## src/rtl/reorder_buffer.sv

```systemverilog
`default_nettype none
// +--------------------------------------------------------------------------+
// | Module   : reorder_buffer                                                |
// | Purpose  : Circular in-order ROB: tag allocation, CDB completion,        |
// |            in-order retire with squash on mispredicted branches.         |
// | Options  : ROB_VALUE_FWD_EN adds two combinational value-forward ports.  |
// | Revision : 1.0                                                           |
// +--------------------------------------------------------------------------+
module reorder_buffer #(
  parameter int ROB_SIZE = 8,
  parameter int TAG_W    = $clog2(ROB_SIZE) + 1,
  parameter int REG_SIZE = 32
) (
  input  logic                        clock,
  input  logic                        reset,
  input  logic                        dispatch_enable,
  input  logic [$clog2(REG_SIZE)-1:0] dispatch_rd,
  input  logic                        dispatch_has_dest,
  output logic [TAG_W-1:0]            dispatch_tag,
  output logic                        rob_full,
  output logic                        rob_empty,
  input  logic                        cdb_valid,
  input  logic [TAG_W-1:0]            CDB_tag,
  input  logic [31:0]                 cdb_value,
  input  logic                        cdb_mispredict,
`ifdef ROB_VALUE_FWD_EN
  input  logic [TAG_W-1:0]            rs1_query_tag,
  input  logic [TAG_W-1:0]            rs2_query_tag,
  output logic [31:0]                 rs1_fwd_value,
  output logic [31:0]                 rs2_fwd_value,
  output logic                        rs1_fwd_ready,
  output logic                        rs2_fwd_ready,
`endif
  output logic                        retire_valid,
  output logic [$clog2(REG_SIZE)-1:0] retire_rd,
  output logic [TAG_W-1:0]            retire_tag,
  output logic [31:0]                 retire_value,
  output logic                        clear,
  output logic                        squash
);

  localparam int PTR_W = $clog2(ROB_SIZE);
  localparam int CNT_W = PTR_W + 1;
  localparam int RD_W  = $clog2(REG_SIZE);

  logic [PTR_W-1:0]    head_ptr;
  logic [PTR_W-1:0]    tail_ptr;
  logic [CNT_W-1:0]    count;
  logic [ROB_SIZE-1:0] entry_valid;
  logic [ROB_SIZE-1:0] entry_complete;
  logic [ROB_SIZE-1:0] entry_mispredict;
  logic [ROB_SIZE-1:0] entry_has_dest;
  logic [RD_W-1:0]     entry_rd    [ROB_SIZE];
  logic [31:0]         entry_value [ROB_SIZE];

  logic                cdb_in_range;
  logic [PTR_W-1:0]    cdb_idx;
  logic                do_complete;
  logic                do_dispatch;

  assign rob_full     = (count == CNT_W'(ROB_SIZE));
  assign rob_empty    = (count == '0);
  assign dispatch_tag = TAG_W'(tail_ptr) + TAG_W'(1);

  assign retire_valid = entry_valid[head_ptr] & entry_complete[head_ptr];
  assign retire_rd    = entry_rd[head_ptr];
  assign retire_tag   = TAG_W'(head_ptr) + TAG_W'(1);
  assign retire_value = entry_value[head_ptr];
  assign clear        = retire_valid & entry_has_dest[head_ptr];
  assign squash       = retire_valid & entry_mispredict[head_ptr];

  // Tag 0 means "no producer"; tags above ROB_SIZE name no entry at all.
  assign cdb_in_range = (CDB_tag != '0) && (CDB_tag <= TAG_W'(ROB_SIZE));
  assign cdb_idx      = PTR_W'(CDB_tag - TAG_W'(1));
  assign do_complete  = cdb_valid & cdb_in_range & entry_valid[cdb_idx] & ~squash;
  assign do_dispatch  = dispatch_enable & ~rob_full & ~squash;

  always_ff @(posedge clock) begin
    if (reset) begin
      entry_valid      <= '0;
      entry_complete   <= '0;
      entry_mispredict <= '0;
      entry_has_dest   <= '0;
      head_ptr         <= '0;
      tail_ptr         <= '0;
      count            <= '0;
    end else if (squash) begin
      entry_valid      <= '0;
      entry_complete   <= '0;
      entry_mispredict <= '0;
      head_ptr         <= '0;
      tail_ptr         <= '0;
      count            <= '0;
    end else begin
      // Retire head and dispatch tail never alias: that needs empty or full.
      if (retire_valid) begin
        entry_valid[head_ptr] <= 1'b0;
        head_ptr              <= head_ptr + PTR_W'(1);
      end
      if (do_complete) begin
        entry_complete[cdb_idx]   <= 1'b1;
        entry_mispredict[cdb_idx] <= cdb_mispredict;
      end
      if (do_dispatch) begin
        entry_valid[tail_ptr]      <= 1'b1;
        entry_complete[tail_ptr]   <= 1'b0;
        entry_mispredict[tail_ptr] <= 1'b0;
        entry_has_dest[tail_ptr]   <= dispatch_has_dest;
        tail_ptr                   <= tail_ptr + PTR_W'(1);
      end
      case ({do_dispatch, retire_valid})
        2'b10:   count <= count + CNT_W'(1);
        2'b01:   count <= count - CNT_W'(1);
        default: count <= count;
      endcase
    end
  end

  always_ff @(posedge clock) begin
    if (!reset) begin
      if (do_dispatch) entry_rd[tail_ptr]   <= dispatch_rd;
      if (do_complete) entry_value[cdb_idx] <= cdb_value;
    end
  end

`ifdef ROB_VALUE_FWD_EN
  logic [PTR_W-1:0] rs1_idx;
  logic [PTR_W-1:0] rs2_idx;

  assign rs1_idx       = PTR_W'(rs1_query_tag - TAG_W'(1));
  assign rs2_idx       = PTR_W'(rs2_query_tag - TAG_W'(1));
  assign rs1_fwd_ready = (rs1_query_tag != '0) && (rs1_query_tag <= TAG_W'(ROB_SIZE)) &&
                         entry_valid[rs1_idx] && entry_complete[rs1_idx];
  assign rs2_fwd_ready = (rs2_query_tag != '0) && (rs2_query_tag <= TAG_W'(ROB_SIZE)) &&
                         entry_valid[rs2_idx] && entry_complete[rs2_idx];
  assign rs1_fwd_value = rs1_fwd_ready ? entry_value[rs1_idx] : 32'h0;
  assign rs2_fwd_value = rs2_fwd_ready ? entry_value[rs2_idx] : 32'h0;
`endif

endmodule
`default_nettype wire

```

## config.mk

```make
export PLATFORM = sky130hd
export DESIGN_NAME = reorder_buffer
export DESIGN_NICKNAME = d
export VERILOG_FILES = /design/src/rtl/reorder_buffer.sv
export SDC_FILE = /design/constraint.sdc
export NUM_CORES = 1
export LEC_CHECK = 0
export ABC_AREA = 1
export BUFFER_PORTS_ARGS = -buffer_cell sky130_fd_sc_hd__clkbuf_2
export CAP_MARGIN = 20
export CORE_AREA = 2 2 163 165
export CTS_CLUSTER_DIAMETER = 60
export DETAILED_ROUTE_END_ITERATION = 10
export DIE_AREA = 0 0 165 167
export HOLD_SLACK_MARGIN = 0.12
export PLACE_DENSITY = 0.78
export SLEW_MARGIN = 25
export SYNTH_ARGS = -nofsm -noshare
export SYNTH_HDL_FRONTEND = slang
export SYNTH_SLANG_ARGS = --single-unit
```

## constraint.sdc

```tcl
create_clock -name clock -period 4.4 [get_ports clock]
set_clock_uncertainty 0.2 [all_clocks]
set_input_delay 0 -clock clock [delete_from_list [all_inputs] [get_ports clock]]
set_output_delay 0 -clock clock [all_outputs]
set_load 0.02 [all_outputs]
```

# After elaboration in Yosys (flattened, before gate mapping)

Memory sizes are Yosys's and may differ from the RTL's. A register that Yosys moved wholly into a read port is not among the register bits.
Index checks and enable logic that the tools add are counted.

Register bits after elaboration: 42
Latch bits: 0
Bits in writable memories: 296
Bits in read-only memories: 0
Input bits: 47
Output and inout bits: 50
Logic and storage cells: 93
Memories kept: 2

Memory list:

| name        | depth | width | rd ports | clocked after memory_dff | write ports | RTL line | source |
|---|---|---|---|---|---|---|---|
| entry_value | 8     | 32    | 1        | 1                        | 1           | 54       | `logic [31:0] entry_value [ROB_SIZE];` |
| entry_rd    | 8     | 5     | 1        | 1                        | 1           | 53       | `logic [RD_W-1:0] entry_rd [ROB_SIZE];` |

$add $sub $neg: 7
Multiply operators: 0
Div/mod/pow operators: 0
$lt $le $gt $ge: 7
Equal/unequal tests: 3
Shift-type cells: 0
Mux-type cells: 41
Bitwise operators: 17
Reductions and logical operators: 9

Operator list:

| cell                                                                                 | number |
|---|---|
| 8-bit 2-to-1 mux                                                                     | 12 |
| 8-bit bitwise AND                                                                    | 3 |
| 8-bit bitwise mux                                                                    | 2 |
| 8-bit inverter                                                                       | 2 |
| 8-bit bitwise OR                                                                     | 2 |
| 1-bit binary-select mux with 3-bit select                                            | 5 |
| 1-bit 2-to-1 mux                                                                     | 14 |
| 3-bit by 4-bit < comparator with 1-bit output (second input constant)                | 3 |
| 3-bit 2-to-1 mux                                                                     | 4 |
| 1-bit demux with 3-bit select                                                        | 3 |
| 3-bit by 1-bit greater-or-equal comparator with 1-bit output (second input constant) | 3 |
| 3-bit by 1-bit adder with 4-bit output (second input constant)                       | 2 |
| 1-bit bitwise AND                                                                    | 8 |
| 4-bit one-hot mux with 2 select lines                                                | 1 |
| 3-bit by 1-bit adder with 3-bit output (second input constant)                       | 2 |
| 4-bit by 1-bit adder with 4-bit output (second input constant)                       | 1 |
| 4-bit == test (second input constant)                                                | 1 |
| 4-bit <= comparator (second input constant)                                          | 1 |
| 1-bit logical AND                                                                    | 4 |
| 4-bit logical NOT                                                                    | 1 |
| 4-bit nonzero test                                                                   | 1 |
| 4-bit by 1-bit subtractor with 4-bit output (second input constant)                  | 1 |
| 3-bit by 1-bit subtractor with 3-bit output (second input constant)                  | 1 |
| 2-bit by 1-bit == test with 1-bit output (second input constant)                     | 1 |
| 5 further kinds                                                                      | 6 |

# Depth between registers and ports, before layout

Depth in word-level cells: 11
Mapped depth: 19
Mapped depth without buffers: 16

# Least setup slack after synthesis

OpenSTA, ideal clock, no wires.

Kind: input -> register
From: in CDB_tag[0]
To: mem entry_value[3][0], enable pin
Library setup time: 0.421 ns
Arrival: 2.782 ns
Data required time: 3.779 ns
Setup slack: 0.997 ns
Stages: 12
Path buffers: 1
Cell sequence: buf_2 > inv_2 > ha_1 > inv_1 > or2_2 > a21boi_0 > o21ai_0 > nor2_4 > nand2_1 > inv_1 > nand2_1 > nor2_1

Cells in the longest elaborated chain, start to end: 8
Elaborated cells on any way between the ends: 12
Those cells by class: 1 x add/sub; 1 x order compare; 5 x mux; 3 x bitwise; 2 x reduce/logical

RTL lines:

| element                                                                               | RTL line | source |
|---|---|---|
| start: declaration                                                                    | 23       | `input logic [TAG_W-1:0] CDB_tag,` |
| 3-bit by 1-bit subtractor with 3-bit output (tied with other cells)                   | 74       | `assign cdb_idx = PTR_W'(CDB_tag - TAG_W'(1));` |
| 1-bit binary-select mux with 3-bit select / 1-bit logical AND (equally long branches) | 75, 73   |  |
| 1-bit 2-to-1 mux (not written as such) / 1-bit bitwise AND (equally long branches)    | 75       | `assign do_complete = cdb_valid & cdb_in_range & entry_valid[cdb_idx] & ~squash;` |
| 1-bit bitwise AND (2 in a row)                                                        | 75       |  |
| 1-bit 2-to-1 mux                                                                      | 122      | `if (do_complete) entry_value[cdb_idx] <= cdb_value;` |
| 1-bit 2-to-1 mux                                                                      | 120      | `if (!reset) begin` |
| 1-bit 2-to-1 mux (not written as such)                                                | 122      |  |
| end: declaration                                                                      | 54       |  |

Several ways; a longest one is shown, not always the timed one. The select of a mux whose other input is x is not followed.

# Worst setup path in the final report

From: in CDB_tag[0]
To: mem entry_value[3][29], enable pin

The elaborated chain is that of the path after synthesis.

==> impl_metrics.csv <==
group,metric,value,unit
run_status,status,"finished, final reports clean",
clocking,cts.root.buffer_cell,"clkbuf_16",
timing,fin_crit,4080,ps
cells_and_area,nFillCells,1908,
floorplan,die_w,165,um
logic_synthesis,yosysUniqueCellTypes,33,
cells_and_area,synthToLayoutAreaGrowth,18.8,%
route,totalWireLength,32700,um
cells_and_area,drive_gt1_share,12.6,%
route,drc,0,
clocking,cts.path.max_buffers,3,
global_routing,use_met1,32.2,%
hold_path,hold_path.class,"in2reg",
floorplan,initial_core_util,54.0,%
place,portBuffers,96,
clocking,h-tree-depth,2,
clocking,cts_setup_buffers,0,
timing,hold_viol_final,0,
logic_synthesis,yosysWarnings,0,
cells_and_area,multiInputGateArea,3620,um^2
cells_and_area,regArea,9790,um^2
logic_synthesis,ys_ff_latch,341,
timing,rsz0062_at_grt,"false",
floorplan,placementRows,59,
place,dpl-instance-area,14700,um^2
logic_synthesis,yosysSeqAreaShare,70.3,%
global_routing,grt_pass1_vias,9554,
cells_and_area,fin_nets,1466,
pwr,leakage,6.06,nW
timing,fmax,0.245,GHz
clocking,clk_latency,520,ps
place,placed_cells,1639,
logic_synthesis,synth_top_area_cell,"edfxtp_1",
place,place_congestion,0.935,
logic_synthesis,synth_cells,1260,
route,vias,9912,
timing,fin_crit_sh,92.7,%
timing,worst_pin_slew,1020,ps
global_routing,grtUsageMet3,3.79,%
global_routing,use_met2,39.7,%
place,place_ws,1220,ps
floorplan,die-area,27600,um^2
timing,tns,0,ps
global_routing,antenna_found_initial,0,
clocking,hold_buffers,70,
route,dr.pass1.iters,5,
timing,slew_headroom,32.3,%
clocking,post_cts_resized,0,
logic_synthesis,yosysTopAreaCellShare,63.8,%
pwr,ir_drop,0.309,mV
global_routing,grt.busiest_layer,"met2",
clocking,cts_num_sinks,341,
floorplan,coreArea,25800,um^2
route,routed_via_density,5.59,
floorplan,pin_count,97,
cells_and_area,diodes,0,
global_routing,grt_util_all_layers,23.8,%
cells_and_area,final_cells,1774,
global_routing,grt_pass1_wl,51100,um
logic_synthesis,syn_area_per_cell,11.0,um^2
critical_path,path_class,"in2reg",
critical_path,cp_max_fo,32,
global_routing,grt_max_degree,92,
route,drtIter0Drc,943,
place,hpwl,19100,um
critical_path,cp.arrival,4020,ps
critical_path,required,4350,ps
pwr,power.density,404,nW/um^2
global_routing,grt-ovfl-total,0,
timing,setup_viol,0,
floorplan,die_height,167,um
critical_path,cp-start-kind,"primary input",
clocking,cts_tree,"yes",
cells_and_area,fin_area,16500,um^2
timing,final.setup.worst_slack,323,ps
logic_synthesis,synth.area.top_cells,"edfxtp_1, nor2_1, dfxtp_1",
job,maxCapViolCount,0,
clocking,cts.clk_slew.worst_paths,60,ps
logic_synthesis,synth.cell_area,13900,um^2
route,avgRoutedWirePerCell,18.4,um
route,ant_nets,0,
clocking,cts_inserted_buffers,36,
critical_path,crit_path_end_kind,"flip-flop",
logic_synthesis,synth_nets,1313,
timing,drv_slew,0,
==> where the power goes <==
group          leakage, nW  internal (mW)  total [mW]  switching (mW)
Sequential            3.03           3.54        3.56          0.0138
Clock                0.528           1.67        2.86            1.19
Combinational         2.51         0.0982       0.266           0.168
==> through the flow <==
step                hold slack, ps  total power [mW]  util, %
floorplan                     -131              3.74        -
global placement              77.2              3.83     57.1
detailed placement            92.8              3.84     57.1
CTS                            120              6.71     64.1
global route                   133              6.87     64.2
finish                         128              6.68     64.2
==> cell usage after synthesis <==
master	count
inv_2	3
nand3_4	1
edfxtp_1	296
clkbuf_1	51
buf_2	7
nand3_1	31
a21oi_1	24
inv_1	71
a211oi_1	1
nor2_4	1
o211ai_1	3
buf_4	4
buf_6	2
clkinv_1	1
ha_1	6
nand2_4	1
nor2_1	325
nand2_2	3
or2_2	3
nand2_1	120
xnor2_1	1
a31oi_1	37
nand4_1	4
o22ai_1	37
xor2_1	4
nor2_2	1
buf_1	3
nor4_1	1
o21ai_1	5
a21boi_0	5
dfxtp_1	45
a21boi_1	4
o21ai_0	159
==> critical path: stages <==
cell and delay (ps):
dlygate4sd3_1 540, clkbuf_2 190, inv_2 160, ha_1 160
inv_1 40, or2_2 280, a21boi_0 160, dlygate4sd3_1 560
o21ai_0 140, nor2_4 260, dlygate4sd3_1 700, nand2_1 90
inv_1 90, nand2_1 100, nor2_4 90, buf_4 450
==> cell families after synthesis <==
family / after synthesis / synth area share (%)
buf+inv: 142 / 4.11
xor+xnor: 5 / 0.315
fa+ha+maj: 6 / 0.539
compound gates: 275 / 10.8
flops: 341 / 70.3
simple gates: 491 / 13.9
==> metal layers <==
layer	vias up	wire length [um]
met1	4739	13600
met2	409	16100
met3	67	2260
met5	-	0
met4	0	796
li1	4697	-
==> state kept, by name, indices dropped and copies added (netlist names), named ones only <==
name / count
entry_rd: 40
entry_mispredict: 8
head_ptr: 3
tail_ptr: 3
count: 4
entry_has_dest: 8
entry_complete: 8
entry_value: 256
entry_valid: 8
==> final timing paths <==
path | from | end | slack (ps) | cells after the start
worst min-delay path | cdb_value[3] | entry_value[0][3] | 130 | 2
worst min register to register | entry_valid[2] | entry_valid[2] | 260 | 2
worst max register to register | head_ptr[0] | entry_mispredict[2] | 1060 | 12
worst max-delay path | CDB_tag[0] | entry_value[3][29] | 320 | 16
==> cell type report <==
cell class              instances  area share (%)
clock inverters                14           0.756
clock buffers                  50            5.89
repair buffers                182            7.99
multi-input cells             777            21.9
well taps                     335            2.53
flip-flops and latches        341            59.2
inverters                      75            1.72
==> layout by cell type (no fill, tap or decap), drive strengths merged, types with 6 or more instances in the layout <==
master and count:
buf 16, dfxtp 45, nand2 124, a31oi 37, o21ai 164, clkbuf 146, clkinv 10, a21boi 9
o22ai 37, a21oi 24, nor2 327, nand3 32, inv 76, edfxtp 296, ha 6, dlygate4sd3 70
No activity file was read; power rests on OpenSTA's default activity.
